## config.mk

```make
export PLATFORM = sky130hd
export DESIGN_NAME = sr_readback
export DESIGN_NICKNAME = d
export VERILOG_FILES = /design/src/rtl/sr_pkg.sv /design/src/rtl/sr_readback.sv
export SDC_FILE = /design/constraint.sdc
export NUM_CORES = 1
export LEC_CHECK = 0
export BUFFER_PORTS_ARGS = -buffer_cell sky130_fd_sc_hd__buf_4
export CAP_MARGIN = 40
export CORE_MARGIN = 5
export CORE_UTILIZATION = 56
export DETAILED_ROUTE_END_ITERATION = 6
export PLACE_DENSITY = 0.82
export SYNTH_ARGS = -nofsm -noshare
export SYNTH_HDL_FRONTEND = slang
export SYNTH_SLANG_ARGS = --single-unit
```

## constraint.sdc

```tcl
create_clock -name clk -period 2.3 [get_ports clk]
set_input_delay 0.345 -clock clk [delete_from_list [all_inputs] [get_ports clk]]
set_output_delay 0.345 -clock clk [all_outputs]
set_load 0.05 [all_outputs]
```

## src/rtl/sr_pkg.sv

```systemverilog
// Shared definitions for the configuration shift-register link:
// default geometry and the one-hot readback state encoding.
package sr_pkg;

  localparam int SR_DATA_WIDTH = 170;
  localparam int SR_CNT_WIDTH  = 8;

  typedef enum logic [5:0] {
    IDLE    = 6'b000001,
    CAPTURE = 6'b000010,
    SETTLE  = 6'b000100,
    SAMPLE  = 6'b001000,
    HI      = 6'b010000,
    DONE    = 6'b100000
  } rb_state_e;

  function automatic logic rb_is_busy(rb_state_e s);
    return (s == CAPTURE) || (s == SETTLE) || (s == SAMPLE) || (s == HI);
  endfunction

endpackage

```

## src/rtl/sr_readback.sv

```systemverilog
// Readback end of the configuration shift-register link: strobes load_sr, clocks the
// SR out one bit per two cycles and presents the captured word with a valid/ack handshake.
module sr_readback
  import sr_pkg::*;
#(
  parameter int DATA_WIDTH = SR_DATA_WIDTH,
  parameter int CNT_WIDTH  = SR_CNT_WIDTH
) (
  input  logic                  clk,
  input  logic                  rst_n,
  input  logic                  start,
  input  logic                  ack,
  input  logic                  dout_sr,
  output logic                  clk_sr,
  output logic                  load_sr,
  output logic [DATA_WIDTH-1:0] dout,
  output logic                  valid,
  output logic                  busy
);

  localparam logic [CNT_WIDTH-1:0] LAST_BIT = CNT_WIDTH'(DATA_WIDTH - 1);

  rb_state_e             state_q, state_d;
  logic [CNT_WIDTH-1:0]  count_q, count_d;
  logic [DATA_WIDTH-1:0] dout_q, dout_d;
  logic                  clk_sr_q, clk_sr_d;
  logic                  load_sr_q, load_sr_d;
  logic                  valid_q, valid_d;
  logic                  busy_q, busy_d;

  always_ff @(posedge clk or negedge rst_n) begin
    if (!rst_n) begin
      state_q   <= IDLE;
      count_q   <= '0;
      dout_q    <= '0;
      clk_sr_q  <= 1'b0;
      load_sr_q <= 1'b0;
      valid_q   <= 1'b0;
      busy_q    <= 1'b0;
    end else begin
      state_q   <= state_d;
      count_q   <= count_d;
      dout_q    <= dout_d;
      clk_sr_q  <= clk_sr_d;
      load_sr_q <= load_sr_d;
      valid_q   <= valid_d;
      busy_q    <= busy_d;
    end
  end

  // The bit counter and capture register advance alongside the state transitions.
  always_comb begin
    state_d = state_q;
    count_d = count_q;
    dout_d  = dout_q;
    unique case (state_q)
      IDLE: begin
        if (start) begin
          state_d = CAPTURE;
          dout_d  = '0;
        end
      end
      CAPTURE: state_d = SETTLE;
      SETTLE: begin
        state_d = SAMPLE;
        count_d = '0;
      end
      SAMPLE: begin
        dout_d[count_q] = dout_sr;
        if (count_q == LAST_BIT) begin
          state_d = DONE;
        end else begin
          count_d = count_q + 1'b1;
          state_d = HI;
        end
      end
      HI: state_d = SAMPLE;
      DONE: begin
        if (ack) state_d = IDLE;
      end
      default: state_d = IDLE;
    endcase
  end

  // Outputs are decoded from the next state so each one is a plain flop aligned with its state.
  always_comb begin
    load_sr_d = (state_d == CAPTURE);
    clk_sr_d  = (state_d == HI);
    valid_d   = (state_d == DONE);
    busy_d    = rb_is_busy(state_d);
  end

  assign clk_sr  = clk_sr_q;
  assign load_sr = load_sr_q;
  assign dout    = dout_q;
  assign valid   = valid_q;
  assign busy    = busy_q;

endmodule

```

==> flow_summary.yaml, run 1 <==
die:
  num_rows: 48
  fp.dieArea_um2: 20400
  die_h_um: 143
  core-area_um2: 17300
  die_w_um: 143
  initial_utilization_pct: 57.1
  ios: 179
timing:
  max_clock_freq_mhz: 445
  hold_viol_final: 0
  worst_hold_slack_ns: 0.132
  fin_setup_tns_ns: 0
  layout_worst_path_cycle_share_pct: 97.7
  slew_headroom_pct: 44.3
  slew_violations: 0
  tightest_slew_ns: 0.835
  rsz0062_at_grt: "yes"
  fin_crit_ns: 2.25
  clock_skew_ns: 0.0109
  setup_viol: 0
synth:
  synth_warnings: 0
  ys.flop_type: "dfrtp_1"
  syn_area_um2: 9880
  synth.distinct_cells: 41
  ys_seq_elements: 188
  syn_inst: 1130
  seq_area_frac_synth_pct: 47.6
  syn_area_per_cell_um2: 8.75
  async_reset_ff_share_pct: 100
  synth_edf_count: 0
  syn-num-nets: 1139
global_route:
  grt_use_total_pct: 33.9
  antenna_found_initial: 0
  grt_overflow_total: 0
  grt_max_degree: 174
  grt_pass1_vias: 9432
  grt_pass1_wl_um: 53600
clock_tree:
  cts.sinks: 188
  clockBufferDepth: 2
  cts-root-buf: "clkbuf_16"
  cts_tree: "done"
  htree_levels: 4
  cts_buffers: 17
  clk_pin_slew_ns: 0.07
  clock_latency_ns: 0.43
routing:
  drt_wl_total_um: 35100
  ant_nets: 0
  vias_per_cell: 6.66
  drtIter0Drc: 1738
  via_count: 10000
  dr.pass1.iters: 5
  drc: 0
  wl_per_cell_um: 23.3
run:
  drv_cap: 0
power_and_ir_drop:
  power_mw: 9.87
  leakage_nw: 5.39
  vdd_drop_max_mv: 0.729
  power_density_nw_per_um2: 799
worst_setup_path:
  cp_max_fo: 16
  reg2reg_slack_ns: 0.05
  crit_path_start_kind: "flip-flop"
  crit_type: "reg2reg"
  cp_data_required_time_ns: 2.64
  arrival_ns: 2.59
  setup.worst_path.end_class: "flip-flop"
place:
  io_buffers: 178
  placed_cells: 1469
  dpl.hpwl_um: 21600
  gp_congestion: 0.955
layout:
  diodes: 0
  area_delta_synth_final_pct: 25.0
  layout.nets: 1273
  fillCellCount: 1315
  final_layout_size_suffix_gt1_share_pct: 23.6
  stdcell_count: 1502
status:
  status: "complete, no violations"
hold_path:
  hold_path.class: "in2reg"
## metrics by stage
stage	instance area [um^2]	utilization [%]	setup WS [ns]
after floorplan	9880	-	0.310
after global placement	11700	67.4	0.193
after detailed placement	11700	67.4	0.107
after CTS	12300	71.4	0.0653
after global routing	12400	71.4	-0.0732
final	12400	71.4	0.0527
## layer usage
metal	global-route usage, %	wire (um)
met1	46.9	12800
met4	16.1	1750
met3	8.37	4830
met5	0	0
met2	50.5	15700
## placed cells by master, fill, tap and decap left out, types with 3 or more instances in the layout
cell / count
a211oi_1: 169
a21oi_1: 173
and3_1: 6
and3b_1: 9
buf_12: 8
buf_4: 246
bufinv_16: 6
clkbuf_1: 3
clkbuf_16: 17
clkinvlp_4: 3
dfrtp_1: 187
ha_1: 4
inv_1: 178
nand2_1: 28
nand3_1: 8
nor2_1: 6
nor3_1: 3
nor3b_1: 4
nor4_1: 3
nor4b_2: 4
nor4bb_2: 4
o22ai_1: 172
## worst max-delay path: stages (launching register included)
cell     delay (ns)
dfrtp_1        0.43
or4b_4         0.62
nor3_1         0.16
buf_4          0.24
nand2_1        0.38
o22ai_1        0.33
## layout make-up
class / instances / area, um^2 / area share [%]
flip-flops and latches: 188 / 4710 / 38.1
multi-input cells: 623 / 4000 / 32.3
repair buffers: 256 / 2030 / 16.4
inverters: 178 / 668 / 5.41
clock buffers: 22 / 464 / 3.76
well taps: 225 / 282 / 2.28
clock inverters: 10 / 211 / 1.71
## cells in the mapped netlist (all sizes together) (2+ instances only)
cell / count / area, um^2
or2: 2 / 12.5
and3: 6 / 37.5
o31ai: 2 / 15.0
nor3b: 6 / 45.0
a21oi: 173 / 866
o21ai: 2 / 10.0
nor4b: 4 / 60.1
nor4: 4 / 31.3
buf: 34 / 159
and3b: 9 / 78.8
nand3b: 2 / 15.0
clkbuf: 107 / 402
nor4bb: 5 / 50.1
ha: 4 / 50.1
xnor2: 2 / 17.5
o22ai: 172 / 1080
a211oi: 169 / 1270
nand3: 8 / 40.0
nand2: 30 / 113
nor2b: 2 / 12.5
dfrtp: 187 / 4680
nor2: 6 / 22.5
nor3: 3 / 15.0
inv: 178 / 668
## final timing paths
| kind | from | end | cells after the start |
|---|---|---|---|
| worst min-delay path | ack | valid | 2 |
| worst min register to register | state_q[3] | state_q[3] | 1 |
| worst max register to register | state_q[5] | dout[114] | 5 |
| max in group asynchronous | rst_n | dout[89] | 3 |
| min in group asynchronous | rst_n | dout[153] | 2 |
| worst max-delay path | state_q[5] | dout[114] | 5 |
## power breakdown
part           total [mW]  leakage (nW)  internal (mW)  switching [mW]
sequential           3.42          2.62           3.37          0.0523
clock                3.38         0.317           2.10            1.28
combinational        3.07          2.46          0.976            2.10
total                9.87          5.39           6.44            3.43
## registers in the layout (all words and copies together) (netlist names)
name / cells
busy: 1
state_q: 6
dout: 170
clk_sr: 1
load_sr: 1
valid: 1
count_q: 8
## kinds of logic (layout without fill, tap and decap cells)
kind of cell / count (synthesis) / count (layout) / synth area share (%)
AND/OR/NAND/NOR: 92 / 92 / 5.86
AO/OA/AOI/OAI: 524 / 524 / 33.3
flip-flops: 188 / 188 / 47.6
XOR/XNOR: 2 / 2 / 0.177
multiplexers: 1 / 1 / 0.101
buffers and inverters: 319 / 466 / 12.4
adder cells (fa/ha/maj): 4 / 4 / 0.506
## repair_timing
action,CTS,global route
hold buffers,1,0
endpoints found under the hold margin,43,0
setup buffers,0,0
gates resized for setup,0,2
endpoints found under the setup margin,0,85
Note: power is estimated with default switching activity, not from simulation.
==> inputs of run 2 (changes only) <==
Settings changed: HOLD_SLACK_MARGIN from default to 0.06, PLACE_DENSITY 0.82 to 0.8.
Clock period 2.3 ns to 2.4 ns, I/O delays scaled along.
==> run 2 against run 1 <==
Against the previous run: routed wire length rose by 1.7%; clock-buffer cell count unchanged; utilization decreased by 0.64 points; die area did not move; the flow now finishes with violations (DRC, setup timing); non-clock buffer count shrank 7; setup slack got worse by 0.071 ns; sequential share of layout area increased by 0.35 points; clock skew down 0.0011 ns; combinational power fell by 6%; flip-flop and latch count unchanged; cell count down 0.53%; critical path type unchanged.
==> flow_summary.yaml, run 2 (same netlist as run 1, synthesis figures left out) <==
status:
  status: "finished with violations"
  violations: "DRC, setup timing"
power_and_ir_drop:
  power_density_nw_per_um2: 766
  leakage_nw: 5.35
  sw_frac_of_total_pct: 35.2
  p_clk_share_pct: 34.3
  comb_power_share_pct: 30.8
  vdd_drop_max_mv: 0.723
  seq_power_share_pct: 34.9
  power_mw: 9.37
  power_switching_mw: 3.30
  p_int_mw: 6.07
worst_setup_path:
  crit_path_start_kind: "flip-flop"
  rr_endpoint: "dout[146]"
  crit_type: "reg2reg"
  setup.worst_path.end_class: "flip-flop"
  cp_data_required_time_ns: 2.69
  reg2reg_from: "state_q[5]"
  reg2reg_slack_ns: -0.02
  arrival_ns: 2.71
  cp_max_fo: 170
  rr_worst_depth: 5
timing:
  fin_crit_ns: 2.42
  hold_viol_final: 0
  slew_headroom_pct: 41.4
  worst_hold_slack_ns: 0.138
  finalWorstSetupSlack_ns: -0.0181
  fin_setup_tns_ns: -0.0181
  tightest_slew_ns: 0.877
  clock_skew_ns: 0.00985
  layout_worst_path_cycle_share_pct: 101
  max_clock_freq_mhz: 414
  rsz0062_at_grt: "no"
  setup_viol: 1
  slew_violations: 0
global_route:
  grt_max_degree: 171
  grt_use_total_pct: 34.4
  grt_overflow_total: 0
  grt_pass1_vias: 9343
  grt_pass1_wl_um: 53700
  antenna_found_initial: 0
place:
  placed_cells: 1462
  dpl_worst_slack_ns: 0.238
  io_buffers: 178
  dpl.hpwl_um: 21900
  gp_congestion: 0.934
  placed_area_um2: 11600
clock_tree:
  post_cts_resize_count: 0
  clockBufferDepth: 2
  clk_pin_slew_ns: 0.07
  htree_levels: 4
  cts_buffers: 17
  clock_latency_ns: 0.45
  cts-root-buf: "clkbuf_16"
  cts_tree: "done"
  cts.sinks: 188
routing:
  ant_nets: 0
  drt-met1-wl_um: 13000
  wl_met2_um: 15600
  drtIter0Drc: 1710
  drt_wl_total_um: 35600
  wl_per_cell_um: 23.9
  vias_per_cell: 6.71
  dr.pass1.iters: 7
  top_layer_used: "met4"
  via_count: 10000
  drc: 6
  met3_length_um: 4740
layout:
  stdcell_count: 1494
  largest_register_ffs: 170
  layout.nets: 1266
  final_common_cell: "buf_4"
  final_util_pct: 70.8
  design_area_um2: 12200
  final_layout_size_suffix_gt1_share_pct: 23.2
  fillCellCount: 1342
  area_delta_synth_final_pct: 23.9
  diodes: 0
  final_cell_mix: "buf_4 (243), dfrtp_1 (187), inv_1 (178)"
die:
  core-area_um2: 17300
  num_rows: 48
  die_h_um: 143
  initial_utilization_pct: 57.1
  ios: 179
  fp.dieArea_um2: 20400
  die_w_um: 143
hold_path:
  hold_path_depth: 2
  hold_end: "valid"
  hold_path.class: "in2reg"
  hp-start: "ack"
run:
  drv_cap: 0
==> run 2: critical path, stage by stage (launching register included) <==
cell	delay (ns)
dfrtp_1	0.42
nor4_1	0.48
nand4b_1	0.33
buf_12	0.32
a21oi_1	0.35
o22ai_1	0.14
==> run 2: worst max path at each step <==
| stage | from | endpoint | slack (ns) | depth (start not counted) |
|---|---|---|---|---|
| finish | state_q[5] | dout[146] | -0.02 | 5 |
| global route | state_q[5] | dout[100] | 0.005 | 5 |
| CTS | state_q[5] | dout[100] | 0.20 | 5 |
| detailed placement | state_q[5] | dout[100] | 0.24 | 5 |
| global placement | state_q[5] | dout[112] | 0.29 | 5 |
| floorplan | count_q[1] | count_q[5] | 0.41 | 7 |
==> run 2: power groups by stage <==
stage	clock, mW	combinational, mW	sequential [mW]
global route	3.33	3.10	3.28
floorplan	0	2.04	3.39
CTS	3.20	2.79	3.27
finish	3.21	2.89	3.28
detailed placement	0	2.77	3.33
global placement	0	2.74	3.33
==> run 2: repair_timing <==
item	in CTS	in global routing
setup buffers	0	0
hold endpoints to repair	55	0
hold buffers	1	0
endpoints found under the setup margin	0	0
==> run 2: layout make-up <==
class | count | area (um^2) | area share (%)
Multi-Input combinational cell | 623 | 4000 | 32.6
Tap cell | 225 | 282 | 2.30
Timing Repair Buffer | 249 | 1930 | 15.7
Clock inverter | 9 | 183 | 1.49
Clock buffer | 22 | 484 | 3.96
Sequential cell | 188 | 4710 | 38.4
Inverter | 178 | 668 | 5.46
==> run 2: metal layers <==
layer	vias to the layer above	GRT usage, %
met5	-	0
met4	0	18.9
met3	185	10.5
met2	796	50.5
met1	4703	45.7
li1	4341	-
